$ cat src/rtl/regfile_sb_if.sv
// Bus bundle for regfile_sb: write port, packed read ports, scoreboard issue/flush and status.
// Parameters must match the regfile_sb instance the bundle is bound to.
interface regfile_sb_if #(
  parameter int unsigned XLEN  = 32,
  parameter int unsigned NREGS = 32,
  parameter int unsigned NREAD = 2
);
  localparam int unsigned AW = $clog2(NREGS);

  logic                  write_ctrl;
  logic [AW-1:0]         write_addr;
  logic [XLEN-1:0]       write_data;
  logic [NREAD*AW-1:0]   rd_addr;
  logic [NREAD*XLEN-1:0] rd_data;
  logic [NREAD-1:0]      rd_busy;
  logic                  issue_ctrl;
  logic [AW-1:0]         issue_addr;
  logic                  flush;
  logic [AW:0]           busy_count;

  // Issue/pipeline side drives requests and observes reads and scoreboard state.
  modport master (
    output write_ctrl, write_addr, write_data, rd_addr, issue_ctrl, issue_addr, flush,
    input  rd_data, rd_busy, busy_count
  );

  modport slave (
    input  write_ctrl, write_addr, write_data, rd_addr, issue_ctrl, issue_addr, flush,
    output rd_data, rd_busy, busy_count
  );
endinterface

$ cat src/rtl/regfile_sb.sv
// Integer register file with hardwired-zero x0, NREAD combinational read ports and a pending-write scoreboard.
// Optional write-first forwarding on the read ports is enabled by defining REGFILE_BYPASS_EN.
module regfile_sb #(
  parameter int unsigned XLEN  = 32,
  parameter int unsigned NREGS = 32,
  parameter int unsigned NREAD = 2
) (
  input  logic          clk,
  input  logic          rst_n,
  regfile_sb_if.slave   bus
);
  localparam int unsigned AW = $clog2(NREGS);
  localparam int unsigned CW = AW + 1;

  logic [XLEN-1:0]  regs_q [NREGS];
  logic [NREGS-1:0] busy_q;
  logic [NREGS-1:0] busy_d;
  logic [CW-1:0]    busy_count_q;
  logic [CW-1:0]    busy_count_d;
  logic             wr_en;

  assign wr_en = bus.write_ctrl && (bus.write_addr != '0);

  // Register storage; entry 0 is only ever cleared, so it always reads zero.
  always_ff @(posedge clk or negedge rst_n) begin
    if (!rst_n) begin
      for (int unsigned i = 0; i < NREGS; i++) begin
        regs_q[i] <= '0;
      end
    end else if (wr_en) begin
      regs_q[bus.write_addr] <= bus.write_data;
    end
  end

  // Scoreboard next state: a new reservation beats flush, which beats write-back.
  always_comb begin
    busy_d       = busy_q;
    busy_count_d = '0;
    for (int unsigned i = 1; i < NREGS; i++) begin
      if (bus.issue_ctrl && (bus.issue_addr == AW'(i))) begin
        busy_d[i] = 1'b1;
      end else if (bus.flush) begin
        busy_d[i] = 1'b0;
      end else if (bus.write_ctrl && (bus.write_addr == AW'(i))) begin
        busy_d[i] = 1'b0;
      end
    end
    busy_d[0] = 1'b0;
    for (int unsigned i = 0; i < NREGS; i++) begin
      busy_count_d = busy_count_d + CW'(busy_d[i]);
    end
  end

  always_ff @(posedge clk or negedge rst_n) begin
    if (!rst_n) begin
      busy_q       <= '0;
      busy_count_q <= '0;
    end else begin
      busy_q       <= busy_d;
      busy_count_q <= busy_count_d;
    end
  end

  assign bus.busy_count = busy_count_q;

  for (genvar k = 0; k < NREAD; k++) begin : g_rd
    logic [AW-1:0]   addr;
    logic [XLEN-1:0] data;
    logic            busy;

    assign addr = bus.rd_addr[k*AW +: AW];

    always_comb begin
      data = regs_q[addr];
      busy = busy_q[addr];
`ifdef REGFILE_BYPASS_EN
      // Same-cycle write-back retires the pending write unless it is re-reserved this cycle.
      if (rst_n && bus.write_ctrl && (bus.write_addr == addr) && (addr != '0)) begin
        data = bus.write_data;
        busy = bus.issue_ctrl && (bus.issue_addr == addr);
      end
`endif
    end

    assign bus.rd_data[k*XLEN +: XLEN] = data;
    assign bus.rd_busy[k]              = busy;
  end

endmodule

$ cat src/flat_wrapper.sv
// flat-port wrapper written by rule: the top's interface ports become plain ports
module regfile_sb_flat 
#(
  parameter int unsigned XLEN  = 32,
  parameter int unsigned NREGS = 32,
  parameter int unsigned NREAD = 2
)
  (clk, rst_n, bus_write_ctrl, bus_write_addr, bus_write_data, bus_rd_addr, bus_issue_ctrl, bus_issue_addr, bus_flush, bus_rd_data, bus_rd_busy, bus_busy_count);
  regfile_sb_if #(.XLEN(XLEN), .NREGS(NREGS), .NREAD(NREAD)) bus_i ();
  input  logic clk;
  input  logic rst_n;
  input wire logic [$bits(bus_i.write_ctrl)-1:0] bus_write_ctrl;
  input wire logic [$bits(bus_i.write_addr)-1:0] bus_write_addr;
  input wire logic [$bits(bus_i.write_data)-1:0] bus_write_data;
  input wire logic [$bits(bus_i.rd_addr)-1:0] bus_rd_addr;
  input wire logic [$bits(bus_i.issue_ctrl)-1:0] bus_issue_ctrl;
  input wire logic [$bits(bus_i.issue_addr)-1:0] bus_issue_addr;
  input wire logic [$bits(bus_i.flush)-1:0] bus_flush;
  output wire logic [$bits(bus_i.rd_data)-1:0] bus_rd_data;
  output wire logic [$bits(bus_i.rd_busy)-1:0] bus_rd_busy;
  output wire logic [$bits(bus_i.busy_count)-1:0] bus_busy_count;
  assign bus_i.write_ctrl = bus_write_ctrl;
  assign bus_i.write_addr = bus_write_addr;
  assign bus_i.write_data = bus_write_data;
  assign bus_i.rd_addr = bus_rd_addr;
  assign bus_i.issue_ctrl = bus_issue_ctrl;
  assign bus_i.issue_addr = bus_issue_addr;
  assign bus_i.flush = bus_flush;
  assign bus_rd_data = bus_i.rd_data;
  assign bus_rd_busy = bus_i.rd_busy;
  assign bus_busy_count = bus_i.busy_count;
  regfile_sb #(.XLEN(XLEN), .NREGS(NREGS), .NREAD(NREAD)) u_core (.clk(clk), .rst_n(rst_n), .bus(bus_i));
endmodule
$ cat config.mk
export PLATFORM = sky130hd
export DESIGN_NAME = regfile_sb_flat
export DESIGN_NICKNAME = d
export VERILOG_FILES = /design/src/rtl/regfile_sb_if.sv /design/src/rtl/regfile_sb.sv /design/src/flat_wrapper.sv
export SDC_FILE = /design/constraint.sdc
export NUM_CORES = 2
export LEC_CHECK = 0
export ABC_CLOCK_PERIOD_IN_PS = 8980
export CORE_MARGIN = 3
export CORE_UTILIZATION = 50
export CTS_BUF_LIST = sky130_fd_sc_hd__clkbuf_8 sky130_fd_sc_hd__clkbuf_16
export DETAILED_ROUTE_END_ITERATION = 8
export DONT_BUFFER_PORTS = 1
export PLACE_DENSITY_LB_ADDON = 0.2
export SYNTH_ARGS = -nofsm -noshare
export SYNTH_HDL_FRONTEND = slang
export SYNTH_SLANG_ARGS = --single-unit
$ cat constraint.sdc
create_clock -name clk -period 8.98 [get_ports clk]
set_input_delay 0.898 -clock clk [delete_from_list [all_inputs] [get_ports clk]]
set_output_delay 0.898 -clock clk [all_outputs]
set_load 0.03 [all_outputs]
======== After elaboration in Yosys (flattened, before gate mapping) ========
Cells that the tools add are included.
word-level totals
  register bits after elaboration ......... 1061
  output and inout bits ................... 72
  logic and storage cells ................. 306
operators by class
  $add $sub $neg .......................... 30
  $lt $le $gt $ge ......................... 6
  equality and inequality tests ........... 62
  muxes and demuxes ....................... 106
  bitwise operators ....................... 3
  reduce and logical (&&, ||, !) cells .... 65
operators with widths
  cell                                                         number
  bitwise mux 1024 bit                                         1
  binary-select mux 32 bit (select 5 bit)                      2
  adder 6 x 1 -> 6 bit                                         29
  demux 32 bit (select 5 bit)                                  1
  == test 5 bit (second input constant)                        32
  2-to-1 mux 32 bit                                            5
  2-to-1 mux 1 bit                                             95
  == test 5 x 4 -> 1 bit (second input constant)               16
  logical AND 1 bit                                            64
  == test 5 x 3 -> 1 bit (second input constant)               8
  == test 5 x 2 -> 1 bit (second input constant)               4
  >= comparator 6 bit (second input constant)                  3
  NOT 5 -> 6 bit                                               3
  less-than comparator 5 x 6 -> 1 bit (second input constant)  2
  binary-select mux 1 bit (select 5 bit)                       2
  == test 5 x 1 -> 1 bit (second input constant)               2
  less-than comparator 6 x 1 -> 1 bit (second input constant)  1
  nonzero test 5 bit                                           1
  adder 1 x 1 -> 2 bit                                         1

======== Logic depth before layout (Yosys ltp) ========
  depth after elaboration ................. 35
  gate-level depth with buffers ........... 23
  gate-level depth less buffers ........... 20

======== Least setup slack after synthesis ========
No wires, ideal clock.
  path kind ............................... input to register
  from .................................... input port bus_write_addr[4]
  to ...................................... register u_core.busy_count_q[4] (netlist: u_core.bus.busy_count[4])
  setup time .............................. 0.080 ns
  arrival ................................. 6.262 ns
  slack ................................... 2.638 ns
  stages on the path ...................... 22
  path buffers ............................ 2
  cell sequence ........................... buf_4 nor3_1 nand2_1 buf_2 nand3_1 o21ai_0 ha_1 fa_1 fa_1 fa_1 inv_1 fa_1 inv_1 fa_1 inv_1 fa_1 inv_1 ha_1 fa_1 a21o_1 a21oi_1 xnor2_1
on the way
  word-level cells in the longest chain between the ends .. 35
  elaborated cells on any way between the ends .. 185
  classes of those cells .................. add/sub: 30; eq/ne: 31; mux: 93; reduce/logical: 31
RTL lines
  element                             RTL line            RTL
  from (decl)                         flat_wrapper.sv:13  input wire logic [$bits(bus_i.write_addr)-1:0] bus_write_addr;
  == test 5 x 1 -> 1 bit              regfile_sb.sv:44    end else if (bus.write_ctrl && (bus.write_addr == AW'(i))) begin
  logical AND 1 bit                   regfile_sb.sv:44
  2-to-1 mux 1 bit                    regfile_sb.sv:44
  2-to-1 mux 1 bit                    regfile_sb.sv:42    end else if (bus.flush) begin
  2-to-1 mux 1 bit                    regfile_sb.sv:40    if (bus.issue_ctrl && (bus.issue_addr == AW'(i))) begin
  net u_core.busy_d[1]                regfile_sb.sv:17    logic [NREGS-1:0] busy_d;
  adder 1 x 1 -> 2 bit                regfile_sb.sv:50    busy_count_d = busy_count_d + CW'(busy_d[i]);
  adder 6 x 1 -> 6 bit (29 in a row)  regfile_sb.sv:50
  net u_core.busy_count_d[4]          regfile_sb.sv:19    logic [CW-1:0] busy_count_d;
  to (signal assigned)                regfile_sb.sv:60    busy_count_q <= busy_count_d;
  to (decl)                           regfile_sb.sv:18    logic [CW-1:0] busy_count_q;
The timed path passes the listed nets, and every way through them passes these cells.
A chain may end at the register's enable or synchronous reset.

======== Final worst setup path ========
Same ends and word-level chain as after synthesis.

==> qor_table.md <==
| Parameter | Reported |
| --- | --- |
| Clock latency on the worst-skew pair | 0.68 ns |
| Minimum clock period after layout | 5.84 ns |
| Portion of synthesized cell area occupied by the leading cell type | 47.5% |
| Final #Nets | 3439 |
| Wire length of the first global-routing pass | 252000 µm |
| Arrival time of the worst setup path | 6.43 ns |
| Termination of the worst setup path | u_core.bus.busy_count[4]$_DFF_PN0_ |
| Via Count | 34200 |
| Layer with the highest usage after global routing | met2 |
| Floorplan die height | 340 µm |
| Buffer depth of the longest clock path | 3 |
| Number of cells on the worst reg-to-reg path | 17 |
| Post-CTS setup-driven buffer insertion count | 0 |
| F_max | 0.171 GHz |
| Reg-to-reg slack, setup | 3.62 ns |
| Drc violations | 0 |
| Skew final | 0.0103 ns |
| Total of warnings raised by yosys | 0 |
| Sequential-to-total area share from yosys stat | 47.5% |
| Worst hold path class | in2async |
| Unrepaired setup endpoints after global routing | false |
| Initial cell density of the core | 50.8% |
| Post-route fraction of the period consumed by the critical path | 65.0% |
| Synth Area per Inst | 15.6 µm² |
| Crit Reg-Reg Endpoint | u_core.bus.busy_count[4]$_DFF_PN0_ |
| CTS-repair resized insts | 0 |
| Count of endpoints failing hold in the final timing report | 0 |
| GR met2 Demand/Resource | 47.9% |
| CP max stage delay | 0.52 ns |
| Power density over the cells | 225 nW/µm² |
| Source of the worst register-to-register timing path | u_core.busy_q[23]$_DFF_PN0_ |
| Antenna violations before repair | 3 |
| CTS tree | built |
| Die area | 116000 µm² |
| Worst slew pin tran | 1.44 ns |
| Global-route met3 utilization | 6.19% |
| Count of pins over their slew limit | 0 |
| Layout Cell Area excl Fill | 60300 µm² |
| Post-synth design cell area | 55800 µm² |
| Max-cap violations | 0 |
| Filler cell count | 8695 |
| Number of DRC markers after the initial detailed-route iteration | 3110 |
| Crit Path Max Fanout | 8 |
| Crit path from | bus_write_addr[4] |
| Cells after Synth | 3590 |
| Clock buffers created by TritonCTS | 114 |
| Maximum number of pins on one net before global-route repair | 987 |
| Syn_nets | 3679 |
| Type of element capturing the critical path | flop |
| Most common cell on crit path | fa_1 |
| Area growth syn-to-layout | 7.94% |
| Number of library cell types mapped by synthesis | 47 |
| Global-route usage over all layers | 29.5% |
| Synth top area cells | dfrtp_1 48%, mux4_2 21%, mux2_2 20%, o22ai_1 2.9%, clkbuf_1 1.3% |
| Most frequent standard cell in the layout excluding fill and tap cells | dfrtp_1 |
| Max H-tree Level | 3 |
| WP depth | 20 |
| Half-perimeter wire length after placement | 89000 µm |
| Crit path kind | in2reg |
| I/O pin total | 129 |
| Post-synth ARST share | 100% |
| Largest vdd supply drop | 0.172 mV |
| Clk sinks | 1061 |
| Final WL | 170000 µm |
| Detail-routed net length per standard cell | 34.7 µm |
| Relative slew margins | 4.01% |
| Detailed-routing iteration count for the pre-antenna-repair pass | 8 |
| Result of the run | finished clean |
| Clock Root Buffer | clkbuf_16 |
| Top library cells by usage in the layout, fill and taps aside | 1061 x dfrtp_1, 987 x mux2_2, 518 x mux4_2 |
| Post-route antenna net violation count | 0 |
| Ratio of cells with drive above 1 in the final layout | 53.9% |
| X dimension of the die | 340 µm |
| Number of buffers and inverters on the critical path | 4 |
| Placed cell area | 56300 µm² |
| Commonest register cell after synthesis | dfrtp_1 |
| Clock input transition at the sequential cells of the worst setup and hold paths | 0.06 ns |
| GR Util met1 | 37.9% |
| Port Buf Inserts | 0 |
| Cell at the slowest stage of the critical path | fa_1 |
| Count of endpoints failing setup in the final report | 0 |
| Leakage power total | 0.0256 µW |
| Critical path cell sequence | nor3_1, nand2_2, nand3_1, o21ai_0, ha_1, fa_1, fa_1, fa_1, inv_1, fa_1, inv_1, fa_1, inv_1, fa_1, inv_1, ha_1, fa_1, a21o_1, a21oi_1, xnor2_1 |
| Post-synthesis register bit count | 1061 |
| Vias in the first global route | 37300 |
| Nature of the critical path startpoint | input pin |
| Cell type with the largest total area after synthesis | dfrtp_1 |
| Total core area | 110000 µm² |
| Total negative slack | 0 ns |
| Critical path required time | 9.58 ns |
| Cell type group with the largest total delay on the critical path | adder cells |
| Vias per std cell | 6.95 |
| Final Wtd Congestion | 0.846 |
| Standard-cell rows | 121 |
| Number of hold-repair buffers added at the cts stage | 1 |
| Aggregate global routing overflow | 0 |
| Count of flip-flops with a built-in enable after synthesis | 0 |
stage by stage:
step / hold slack (ns) / power (µW) / util [%] / cells / worst slack (ns)
global route: 0.0276 / 14100 / 54.8 / 4916 / 2.86
finish: 0.0473 / 13600 / 54.8 / 4917 / 3.14
CTS: 0.00776 / 13500 / 54.7 / 4910 / 3.17
detailed placement: 0.383 / 8730 / 51.2 / 4703 / 2.47
floorplan: 0.441 / 8260 / - / 3590 / 2.64
global placement: 0.376 / 8510 / 51.2 / 4703 / 2.36
cell usage after synthesis, types with 2 or more instances:
cell type	n
mux2_1	11
inv_1	58
nor3b_2	4
a41oi_1	2
nand4_1	7
nor4_1	64
nor2_2	12
nand2_2	4
ha_1	9
o21a_1	9
o21ai_0	15
o211ai_1	4
nand3_1	25
nand3b_2	3
buf_4	58
nor2_8	4
or3_1	2
a21oi_1	2
mux4_2	518
xnor2_1	2
o32a_1	2
fa_1	23
o31a_1	4
and3b_1	2
nand2_1	33
nor2b_1	10
buf_1	3
o2111ai_1	8
buf_2	100
clkbuf_1	192
inv_2	2
o22ai_1	256
buf_6	55
nand2b_1	4
o32ai_1	14
dfrtp_1	1061
nand3b_1	6
nor2_1	3
mux2i_1	4
mux2_2	987
a21o_1	2
state kept, by name, summed over array words and instances (netlist names):
register	count
u_core.regs_q	1024
u_core.busy_q	31
u_core.bus.busy_count	6
how the worst min path moves through the flow:
| stage | slack, ns | from | endpoint |
|---|---|---|---|
| after global routing | 0.03 | rst_n | u_core.regs_q[605]$_DFFE_PN0P_ |
| after floorplan | 0.44 | u_core.regs_q[1000]$_DFFE_PN0P_ | u_core.regs_q[1000]$_DFFE_PN0P_ |
| after global placement | 0.38 | u_core.regs_q[1019]$_DFFE_PN0P_ | u_core.regs_q[1019]$_DFFE_PN0P_ |
| final | 0.05 | rst_n | u_core.regs_q[737]$_DFFE_PN0P_ |
| after detailed placement | 0.38 | u_core.regs_q[1007]$_DFFE_PN0P_ | u_core.regs_q[1007]$_DFFE_PN0P_ |
| after CTS | 0.008 | rst_n | u_core.regs_q[703]$_DFFE_PN0P_ |
power breakdown:
group | total [µW] | internal, µW | leakage (µW) | switching [µW]
logic | 2460 | 1550 | 0.0100 | 906
registers | 6320 | 5670 | 0.0136 | 650
clock network | 4780 | 2810 | 0.00200 | 1970
routing by layer:
layer	part of all wire, %	wire length, µm
met1	39	66400
met2	48	82200
met3	7.5	12700
met4	5.4	9150
met5	0	0
cell families after synthesis:
family | after synthesis | synth area share [%]
muxes | 1520 | 41.1
adders and majority gates | 32 | 1.03
AOI/OAI and AO/OA | 318 | 3.70
DFF | 1061 | 47.5
xor gates and xnor gates | 3 | 0.0471
buffers and inverters | 469 | 4.53
and+or+nand+nor | 187 | 2.07
cell type report:
type / count / area (µm²) / share of cell area [%]
multi-input cells: 2060 / 27300 / 45.3
flip-flops and latches: 1061 / 26600 / 44.0
clock buffers: 143 / 3270 / 5.43
well taps: 1476 / 1850 / 3.06
clock inverters: 63 / 553 / 0.917
repair buffers: 53 / 531 / 0.880
inverters: 60 / 225 / 0.374
diodes: 1 / 2.50 / 0.00415
(Power assumes the default switching activity.)
